**src/rtl/membus_pkg.sv**
```systemverilog
// -----------------------------------------------------------------------------
// membus_pkg
// Shared types and constants for the MemBus SRAM responder.
//   membus_resp_st_t : responder FSM states (ST_TA exists only when
//                      MEMBUS_RESP_TURNAROUND_EN is defined)
//   sram_ctl_t       : bundle of the registered SRAM control pins
//   MEMBUS_DW        : MemBus / SRAM data width
//   RD_CYC_DEF/WR_CYC_DEF : default strobe pulse lengths in clk cycles
// Configuration macro: MEMBUS_RESP_TURNAROUND_EN
// -----------------------------------------------------------------------------
package membus_pkg;

  localparam int unsigned MEMBUS_DW  = 16;
  localparam int unsigned RD_CYC_DEF = 2;
  localparam int unsigned WR_CYC_DEF = 1;

  typedef enum logic [2:0] {
    ST_IDLE,
    ST_RD,
    ST_WR_SU,
    ST_WR_PW,
    ST_WR_HD
`ifdef MEMBUS_RESP_TURNAROUND_EN
    , ST_TA
`endif
  } membus_resp_st_t;

  // All SRAM control pins are registered together so they change on the
  // same edge and never glitch.
  typedef struct packed {
    logic ce_n;
    logic oe_n;
    logic we_n;
    logic lb_n;
    logic ub_n;
    logic dq_oe;
  } sram_ctl_t;

  localparam sram_ctl_t CTL_IDLE = '{ce_n: 1'b1, oe_n: 1'b1, we_n: 1'b1,
                                     lb_n: 1'b1, ub_n: 1'b1, dq_oe: 1'b0};

  function automatic int unsigned max_u(input int unsigned a, input int unsigned b);
    return (a > b) ? a : b;
  endfunction

endpackage

```
**src/rtl/membus_edge_pend.sv**
```systemverilog
// -----------------------------------------------------------------------------
// membus_edge_pend
// Rising-edge detector with a sticky pending flag. An edge seen while the
// responder is busy is remembered until the owner launches the access.
// Ports:
//   clk, rst (async, active-high)
//   strobe : level strobe from the initiator
//   clr    : launch acknowledge, clears the pending flag
//   start  : edge this cycle or an earlier edge still pending
// -----------------------------------------------------------------------------
module membus_edge_pend (
  input  logic clk,
  input  logic rst,
  input  logic strobe,
  input  logic clr,
  output logic start
);

  logic prev_q, prev_d;
  logic pend_q, pend_d;
  logic rise;

  // NOTE: every signal assigned here gets a value on every path, so no latch is inferred.
  always_comb begin
    rise   = strobe & ~prev_q;
    prev_d = strobe;
    pend_d = (pend_q | rise) & ~clr;
  end

  assign start = pend_q | rise;

  // NOTE: state flops use non-blocking assignments so all flops update from pre-edge values.
  always_ff @(posedge clk or posedge rst) begin
    if (rst) begin
      prev_q <= 1'b0;
      pend_q <= 1'b0;
    end else begin
      prev_q <= prev_d;
      pend_q <= pend_d;
    end
  end

endmodule

```
**src/rtl/membus_sram_resp.sv**
```systemverilog
// -----------------------------------------------------------------------------
// membus_sram_resp
// Responder end of the MemBus strobe interface driving a 16-bit async SRAM.
// Ports:
//   clk, rst          clock, asynchronous active-high reset
//   addr[AW]          MemBus byte address (SRAM word address = addr[AW-1:1])
//   dati[16]          write data
//   oe, we_lo, we_hi  level read / byte-lane write strobes
//   dato[16]          registered read data, held until the next read completes
//   busy              access in progress (state != IDLE)
//   ram_addr[AW-1]    SRAM word address
//   ram_dq_i/o, ram_dq_oe  SRAM data bus split into in/out/enable
//   ram_ce_n, ram_oe_n, ram_we_n, ram_lb_n, ram_ub_n  SRAM controls, active-low
// Configuration macro: MEMBUS_RESP_TURNAROUND_EN adds a one-cycle TA state
// after every write so the data bus is dead for a cycle before a read.
// -----------------------------------------------------------------------------
module membus_sram_resp
  import membus_pkg::*;
#(
  parameter int unsigned AW     = 23,
  parameter int unsigned RD_CYC = RD_CYC_DEF,
  parameter int unsigned WR_CYC = WR_CYC_DEF
) (
  input  logic                 clk,
  input  logic                 rst,
  input  logic [AW-1:0]        addr,
  input  logic [MEMBUS_DW-1:0] dati,
  input  logic                 oe,
  input  logic                 we_lo,
  input  logic                 we_hi,
  output logic [MEMBUS_DW-1:0] dato,
  output logic                 busy,
  output logic [AW-2:0]        ram_addr,
  input  logic [MEMBUS_DW-1:0] ram_dq_i,
  output logic [MEMBUS_DW-1:0] ram_dq_o,
  output logic                 ram_dq_oe,
  output logic                 ram_ce_n,
  output logic                 ram_oe_n,
  output logic                 ram_we_n,
  output logic                 ram_lb_n,
  output logic                 ram_ub_n
);

  localparam int unsigned CW = $clog2(max_u(RD_CYC, WR_CYC) + 1);
  localparam logic [CW-1:0] RD_LOAD = CW'(RD_CYC - 1);
  localparam logic [CW-1:0] WR_LOAD = CW'(WR_CYC - 1);

  membus_resp_st_t      state_q, state_d;
  logic [CW-1:0]        cnt_q, cnt_d;
  sram_ctl_t            ctl_q, ctl_d;
  logic [AW-2:0]        ram_addr_q, ram_addr_d;
  logic [MEMBUS_DW-1:0] dq_o_q, dq_o_d;
  logic [MEMBUS_DW-1:0] dato_q, dato_d;
  logic [AW-2:0]        last_rd_q, last_rd_d;

  logic rd_edge_start, wr_edge_start;
  logic rd_start, wr_start;
  logic rd_clr, wr_clr;

  // Byte lanes come from the strobes, so the address LSB is not needed.
  logic unused_addr_lsb;
  assign unused_addr_lsb = addr[0];

  membus_edge_pend u_rd_pend (
    .clk    (clk),
    .rst    (rst),
    .strobe (oe),
    .clr    (rd_clr),
    .start  (rd_edge_start)
  );

  membus_edge_pend u_wr_pend (
    .clk    (clk),
    .rst    (rst),
    .strobe (we_lo | we_hi),
    .clr    (wr_clr),
    .start  (wr_edge_start)
  );

  // With oe held high across back-to-back reads, a new word address is the trigger.
  assign rd_start = rd_edge_start | (oe & (addr[AW-1:1] != last_rd_q));
  assign wr_start = wr_edge_start;

  always_comb begin
    state_d    = state_q;
    cnt_d      = cnt_q;
    ctl_d      = ctl_q;
    ram_addr_d = ram_addr_q;
    dq_o_d     = dq_o_q;
    dato_d     = dato_q;
    last_rd_d  = last_rd_q;
    rd_clr     = 1'b0;
    wr_clr     = 1'b0;

    case (state_q)
      ST_IDLE: begin
        // Writes win a same-cycle tie; a pending read edge stays latched.
        if (wr_start) begin
          wr_clr     = 1'b1;
          ram_addr_d = addr[AW-1:1];
          dq_o_d     = dati;
          ctl_d      = '{ce_n: 1'b0, oe_n: 1'b1, we_n: 1'b1,
                         lb_n: ~we_lo, ub_n: ~we_hi, dq_oe: 1'b1};
          state_d    = ST_WR_SU;
        end else if (rd_start) begin
          rd_clr     = 1'b1;
          ram_addr_d = addr[AW-1:1];
          last_rd_d  = addr[AW-1:1];
          ctl_d      = '{ce_n: 1'b0, oe_n: 1'b0, we_n: 1'b1,
                         lb_n: 1'b0, ub_n: 1'b0, dq_oe: 1'b0};
          cnt_d      = RD_LOAD;
          state_d    = ST_RD;
        end
      end

      ST_RD: begin
        if (cnt_q == '0) begin
          dato_d  = ram_dq_i;
          ctl_d   = CTL_IDLE;
          state_d = ST_IDLE;
        end else begin
          cnt_d = cnt_q - 1'b1;
        end
      end

      ST_WR_SU: begin
        ctl_d.we_n = 1'b0;
        cnt_d      = WR_LOAD;
        state_d    = ST_WR_PW;
      end

      ST_WR_PW: begin
        if (cnt_q == '0) begin
          ctl_d.we_n = 1'b1;
          state_d    = ST_WR_HD;
        end else begin
          cnt_d = cnt_q - 1'b1;
        end
      end

      ST_WR_HD: begin
`ifdef MEMBUS_RESP_TURNAROUND_EN
        // Chip stays selected but nothing is driven or strobed for one cycle.
        ctl_d   = '{ce_n: 1'b0, oe_n: 1'b1, we_n: 1'b1,
                    lb_n: 1'b1, ub_n: 1'b1, dq_oe: 1'b0};
        state_d = ST_TA;
`else
        ctl_d   = CTL_IDLE;
        state_d = ST_IDLE;
`endif
      end

`ifdef MEMBUS_RESP_TURNAROUND_EN
      ST_TA: begin
        ctl_d   = CTL_IDLE;
        state_d = ST_IDLE;
      end
`endif

      default: begin
        ctl_d   = CTL_IDLE;
        state_d = ST_IDLE;
      end
    endcase
  end

  always_ff @(posedge clk or posedge rst) begin
    if (rst) begin
      state_q    <= ST_IDLE;
      cnt_q      <= '0;
      ctl_q      <= CTL_IDLE;
      ram_addr_q <= '0;
      dq_o_q     <= '0;
      dato_q     <= '0;
      last_rd_q  <= '0;
    end else begin
      state_q    <= state_d;
      cnt_q      <= cnt_d;
      ctl_q      <= ctl_d;
      ram_addr_q <= ram_addr_d;
      dq_o_q     <= dq_o_d;
      dato_q     <= dato_d;
      last_rd_q  <= last_rd_d;
    end
  end

  assign busy      = (state_q != ST_IDLE);
  assign dato      = dato_q;
  assign ram_addr  = ram_addr_q;
  assign ram_dq_o  = dq_o_q;
  assign ram_dq_oe = ctl_q.dq_oe;
  assign ram_ce_n  = ctl_q.ce_n;
  assign ram_oe_n  = ctl_q.oe_n;
  assign ram_we_n  = ctl_q.we_n;
  assign ram_lb_n  = ctl_q.lb_n;
  assign ram_ub_n  = ctl_q.ub_n;

endmodule
```
**config.mk**
```make
export PLATFORM = sky130hd
export DESIGN_NAME = membus_sram_resp
export DESIGN_NICKNAME = d
export VERILOG_FILES = /design/src/rtl/membus_pkg.sv /design/src/rtl/membus_edge_pend.sv /design/src/rtl/membus_sram_resp.sv
export SDC_FILE = /design/constraint.sdc
export NUM_CORES = 1
export LEC_CHECK = 0
export CORE_MARGIN = 2
export CORE_UTILIZATION = 45
export DETAILED_ROUTE_END_ITERATION = 6
export DONT_BUFFER_PORTS = 1
export SLEW_MARGIN = 20
export SYNTH_ARGS = -nofsm -noshare
export SYNTH_HDL_FRONTEND = slang
export SYNTH_HIERARCHICAL = 1
export SYNTH_SLANG_ARGS = --single-unit
```
**constraint.sdc**
```tcl
create_clock -name clk -period 2.45 [get_ports clk]
set_clock_uncertainty 0.2 [all_clocks]
set_input_delay 0.1225 -clock clk [delete_from_list [all_inputs] [get_ports clk]]
set_output_delay 0.1225 -clock clk [all_outputs]
set_load 0.05 [all_outputs]
```
### After elaboration in Yosys (flattened, before gate mapping)

Index checks and enable logic that the tools add are counted.
W data, S select, Z words.

* logic and storage cells: 81
* bits of input ports: 60
* register bits: 91
* output and inout bits: 61

* reduce and logical (&&, ||, !) cells: 14
* equality and inequality tests: 10
* $add $sub $neg: 1
* bitwise logic cells: 17
* multiplexer cells: 23

Operator list (number)
* $mux W22: 2
* $ne A22 B22 Y1: 1
* $mux W6: 3
* $mux W3: 4
* $pmux W2 S3: 2
* $pmux W3 S4: 1
* $ne A2 B2 Y1 const B: 5
* $pmux W3 S3: 1
* $reduce_and A3 Y1: 3
* $not A1 Y1: 8
* $eq A3 B2 Y1 const B: 2
* $mux W1: 6
* $mux W2: 3
* $reduce_and A2 Y1: 3
* $reduce_bool A3 Y1: 2
* $and A1 B1 Y1: 5
* $or A1 B1 Y1: 4
* $pmux W1 S4: 1
* $reduce_and A4 Y1: 1
* $reduce_or A2 Y1: 2
* $eq A3 B1 Y1 const B: 1
* $logic_not A3 Y1: 1
* $ne A3 B2 Y1 const B: 1
* $logic_not A2 Y1: 1
* 2 further kinds: 2

### Logic depth before layout (Yosys ltp)

* depth in word-level cells: 9
* mapped depth: 9

### Modules after synthesis

The synthesis kept the hierarchy.

By module, submodules not included
* membus_sram_resp: times used 1, area each 3763.6 sq um, cells each 258
* membus_edge_pend: times used 2, area each 83.8 sq um, cells each 7

### Worst setup path before layout

OpenSTA, ideal clock, no wires.

* path kind: reg2reg
* start point: register state_q[2]
* end point: register last_rd_q[10]
* path buffers: 3
* clock period less this slack: 2.298 ns
* stages on the path, launching flop included: 9
* path slack: 0.152 ns
* setup time: 0.125 ns
* arrival time: 1.973 ns
* cell sequence: dfrtp_1 clkbuf_1 nor3_2 inv_1 nor2_1 and2_4 buf_6 buf_12 mux2_4

* word-level cells in the longest chain between the ends: 2

Ends and longest elaborated chain
* start: declaration: line membus_sram_resp.sv:48 `membus_resp_st_t state_q, state_d;`
* start signal: assignment: line membus_sram_resp.sv:177 `state_q <= state_d;`
* $logic_not A3 Y1: line membus_sram_resp.sv:95 `case (state_q)`
* $reduce_and A3 Y1 (no line)
* end signal: assignment: line membus_sram_resp.sv:183 `last_rd_q <= last_rd_d;`
* end: declaration: line membus_sram_resp.sv:54 `logic [AW-2:0] last_rd_q, last_rd_d;`

Every way passes these cells.
A chain may end at the register's enable or synchronous reset.

### Worst setup path in the final report

* start point: register last_rd_q[10]
* end point: register ram_addr_q[12], in the netlist ram_addr[12]

* word-level cells in the longest chain between the ends: 5

Ends and longest elaborated chain
* $ne A22 B22 Y1: line membus_sram_resp.sv:81 `assign rd_start = rd_edge_start | (oe & (addr[AW-1:1] != last_rd_q));`
* $and A1 B1 Y1: line membus_sram_resp.sv:81
* $or A1 B1 Y1: line membus_sram_resp.sv:81
* $reduce_bool A2 Y1 (no line)
* $reduce_and A2 Y1 (no line)
* end signal: assignment: line membus_sram_resp.sv:180 `ram_addr_q <= ram_addr_d;`
* end: declaration: line membus_sram_resp.sv:51 `logic [AW-2:0] ram_addr_q, ram_addr_d;`

Every way passes these cells.

==> key figures <==
Run status
  – Result of the run: completed

Final layout
  – Area of the multi-input gates: 1510 µm²
  – Commonest non-fill, non-tap cells in the layout: 86 x dfrtp_1, 60 x dlygate4sd3_1, 58 x mux2_2
  – N_diodes: 0
  – Area growth syn-to-layout: 23.1%
  – Share of final-layout standard cells stronger than drive strength 1: 33.8%
  – Most frequent standard cell in the layout excluding fill and tap cells: dfrtp_1
  – Total area of sequential cells: 2280 µm²
  – Filler cells: 728
  – Number of nets in the layout: 402

Yosys
  – Sequential fraction of the synthesis area: 58.1%
  – Fraction of the mapped netlist area in compound gates: 3.37%
  – Post-synth ARST share: 100%
  – Combined area of all synthesized cells: 3930 µm²
  – Post-synthesis average cell area: 14.5 µm²
  – Number of synthesized flops with an enable pin: 0
  – Proportion of synthesized area in mux cells: 23.7%
  – Mapped Cells: 272
  – Share of synthesized cell area in and, or, nand and nor gates: 6.02%
  – Library cells used by synthesis: 35
  – Dominant synthesized flop cell: dfrtp_1
  – Synthesized-area fraction occupied by xor and xnor cells: 4.90%
  – Number of nets in the synthesized netlist: 333
  – Arithmetic-cell share of the synthesized area counting full adders, half adders and majority gates: 0.318%
  – Synth Register Bits: 91
  – Combinational family with the most area after synthesis: multiplexers
  – Yosys warnings: 6

Die
  – DIE HEIGHT: 97.5 µm
  – Area of the core: 8590 µm²
  – Rows: 34
  – Initial core utilization: 45.7%
  – Die Width: 97.5 µm
  – I/O pin cnt: 121
  – Die ar.: 9500 µm²

Timing
  – Final setup fails: 0
  – Clock period minus final worst setup slack: 2.29 ns
  – Worst Tran Pin Value: 0.688 ns
  – Final Max Tran Viols: 0
  – Sum of negative setup slack: 0 ns
  – Relative slew slack: 54.0%
  – Unrepaired setup endpoints after global routing: no
  – Number of hold violations in the final report: 0
  – Max Fclk: 436 MHz
  – Share of the clock period used by the worst path: 93.6%

Place
  – IO Port Bufs: 0
  – Detailed Place HPWL: 4710 µm
  – Weighted congestion at the end of routability-driven global placement: 0.753

Power
  – Switching share of power: 47.9%
  – Flop pwr share: 60.6%
  – Leakage component of the power: 2.04 nW
  – Psw: 3.62 mW
  – Fraction of power consumed by combinational cells: 25.9%
  – Total power consumption of the routed design: 7.55 mW
  – PwrDens: 1560 nW/µm²
  – VDD IR max: 0.743 mV
  – Internal Pwr Total: 3.94 mW
  – Clock power share: 13.5%

CTS
  – Cts hold-fix bufs: 60
  – Inserted Clock Buffers: 9
  – Maximum level of the CTS H-tree: 3
  – Insertion delay to the later sink of the worst-skew pair: 0.36 ns
  – TritonCTS clock tree: yes
  – Clock transition at path regs: 0.09 ns
  – Cell at the root of the clock tree: clkbuf_8
  – Post-cts repair resize count: 0
  – Setup Fix Bufs, Post-CTS: 0
  – TritonCTS sink count: 91
  – CTS max path bufs: 2

Routing
  – Vias/cell: 5.04
  – Detailed-route wire length per cell: 16.4 µm
  – DR pass1 iterations: 4
  – Number of violations reported at the end of detailed-routing iteration 0: 52
  – Post-detailed-route count of antenna-violating nets: 0
  – Vias post-DR: 2,286
  – DRC: 0
  – Total length of routed wires: 7430 µm

Global route
  – Maximum number of pins on one net before global-route repair: 34
  – Global routing usage summed across all routing layers: 16.7%
  – Vias in the first global route: 2,477
  – Initial antenna violation count: 0
  – Leftover overflow at the end of global routing: 0
  – First-pass GRT wire length: 12,600 µm

Worst setup path
  – Crit. End Element: flop
  – Worst EP arrival: 2.34 ns
  – Type of the worst setup path: flop to flop
  – Max FO, Critical Path: 23
  – CP required: 2.50 ns
  – Kind of launch point of the worst setup path: flop

Min path
  – Hold Crit Class: primary input to flop

Flow run
  – Max-cap violations: 0
## synth_stat cells (all sizes together) (3+ instances only)
library cell  count  area [µm²]
dfrtp            86        2150
nand2             7        26.3
mux2             76         923
xnor2            22         193
o21ai             3        15.0
dfstp             5         131
nand4             5        31.3
inv              12        45.0
a21oi             9        56.3
nor2             14        52.6
nand2b            4        40.0
nor3              3        25.0
buf               8        91.3
## stage by stage
step / setup WS, ns / util (%) / hold slack, ns / area [µm²] / std cells
finish: 0.156 / 56.3 / 0.0751 / 4840 / 454
global placement: 0.161 / 47.0 / -0.332 / 4040 / 378
floorplan: 0.152 / - / -0.336 / 3940 / 272
detailed placement: 0.149 / 47.0 / -0.328 / 4040 / 378
global route: 0.00601 / 56.3 / 0.148 / 4840 / 454
CTS: 0.130 / 56.3 / 0.0708 / 4840 / 454
## flip-flops by register name (all words and copies together) (netlist names)
| signal | count |
|---|---|
| u_rd_pend/pend_q | 1 |
| ram_lb_n | 1 |
| ram_we_n | 1 |
| last_rd_q | 22 |
| ram_ce_n | 1 |
| ram_dq_oe | 1 |
| ram_dq_o | 16 |
| state_q | 3 |
| u_wr_pend/prev_q | 1 |
| u_wr_pend/pend_q | 1 |
| ram_oe_n | 1 |
| ram_ub_n | 1 |
| dato | 16 |
| u_rd_pend/prev_q | 1 |
| ram_addr | 22 |
| cnt_q | 2 |
## per-layer routing
metal,routed length [µm],up-vias,part of all wire [%],GRT usage [%]
met1,3350,1132,45,22.3
met5,0,-,0,0
met4,107,0,1.4,7.05
met2,3540,71,48,25.9
li1,-,1072,-,-
met3,429,11,5.8,4.39
## kinds of logic after synthesis
logic type	after synthesis
compound gates	19
xor+xnor	22
fa+ha+maj	1
buf+inv	21
flops	91
mux	77
simple gates	41
## worst paths after layout
kind | slack (ns) | depth (start not counted) | end | from
hold reg to reg | 0.32 | 2 | u_rd_pend/pend_q | u_rd_pend/pend_q
min in group asynchronous | 0.55 | 3 | u_rd_pend/prev_q | rst
setup reg to reg | 0.16 | 6 | ram_addr[12] | last_rd_q[10]
max in group asynchronous | 0.59 | 4 | dato[5] | rst
setup / recovery | 0.16 | 6 | ram_addr[12] | last_rd_q[10]
hold / removal | 0.08 | 5 | state_q[0] | addr[13]
## critical path, stage by stage (launching register included)
cell and delay, ns:
dfrtp_1 0.41, xnor2_1 0.17, nand4_1 0.17, nor4_2 0.41, a21oi_2 0.16, o21a_4 0.34, mux2_2 0.31
## power groups by stage
stage          clock, mW  combinational, mW  sequential [mW]
6_report            1.02               1.96             4.58
5_1_grt             1.12               2.17             4.68
4_1_cts             1.06               1.98             4.59
3_5_place_dp           0               1.89             4.61
3_3_place_gp           0               1.84             4.60
2_1_floorplan          0               1.71             4.46
## cell type report
class                      count  area share, %
timing repair buffer          67           13.8
clock buffer                   9           2.56
sequential                    91           47.2
multi-input combinational    160           31.2
clock inverter                 7           1.55
inverter                      12           1.01
tap                          108           2.79
No activity file was read; power rests on OpenSTA's default activity.
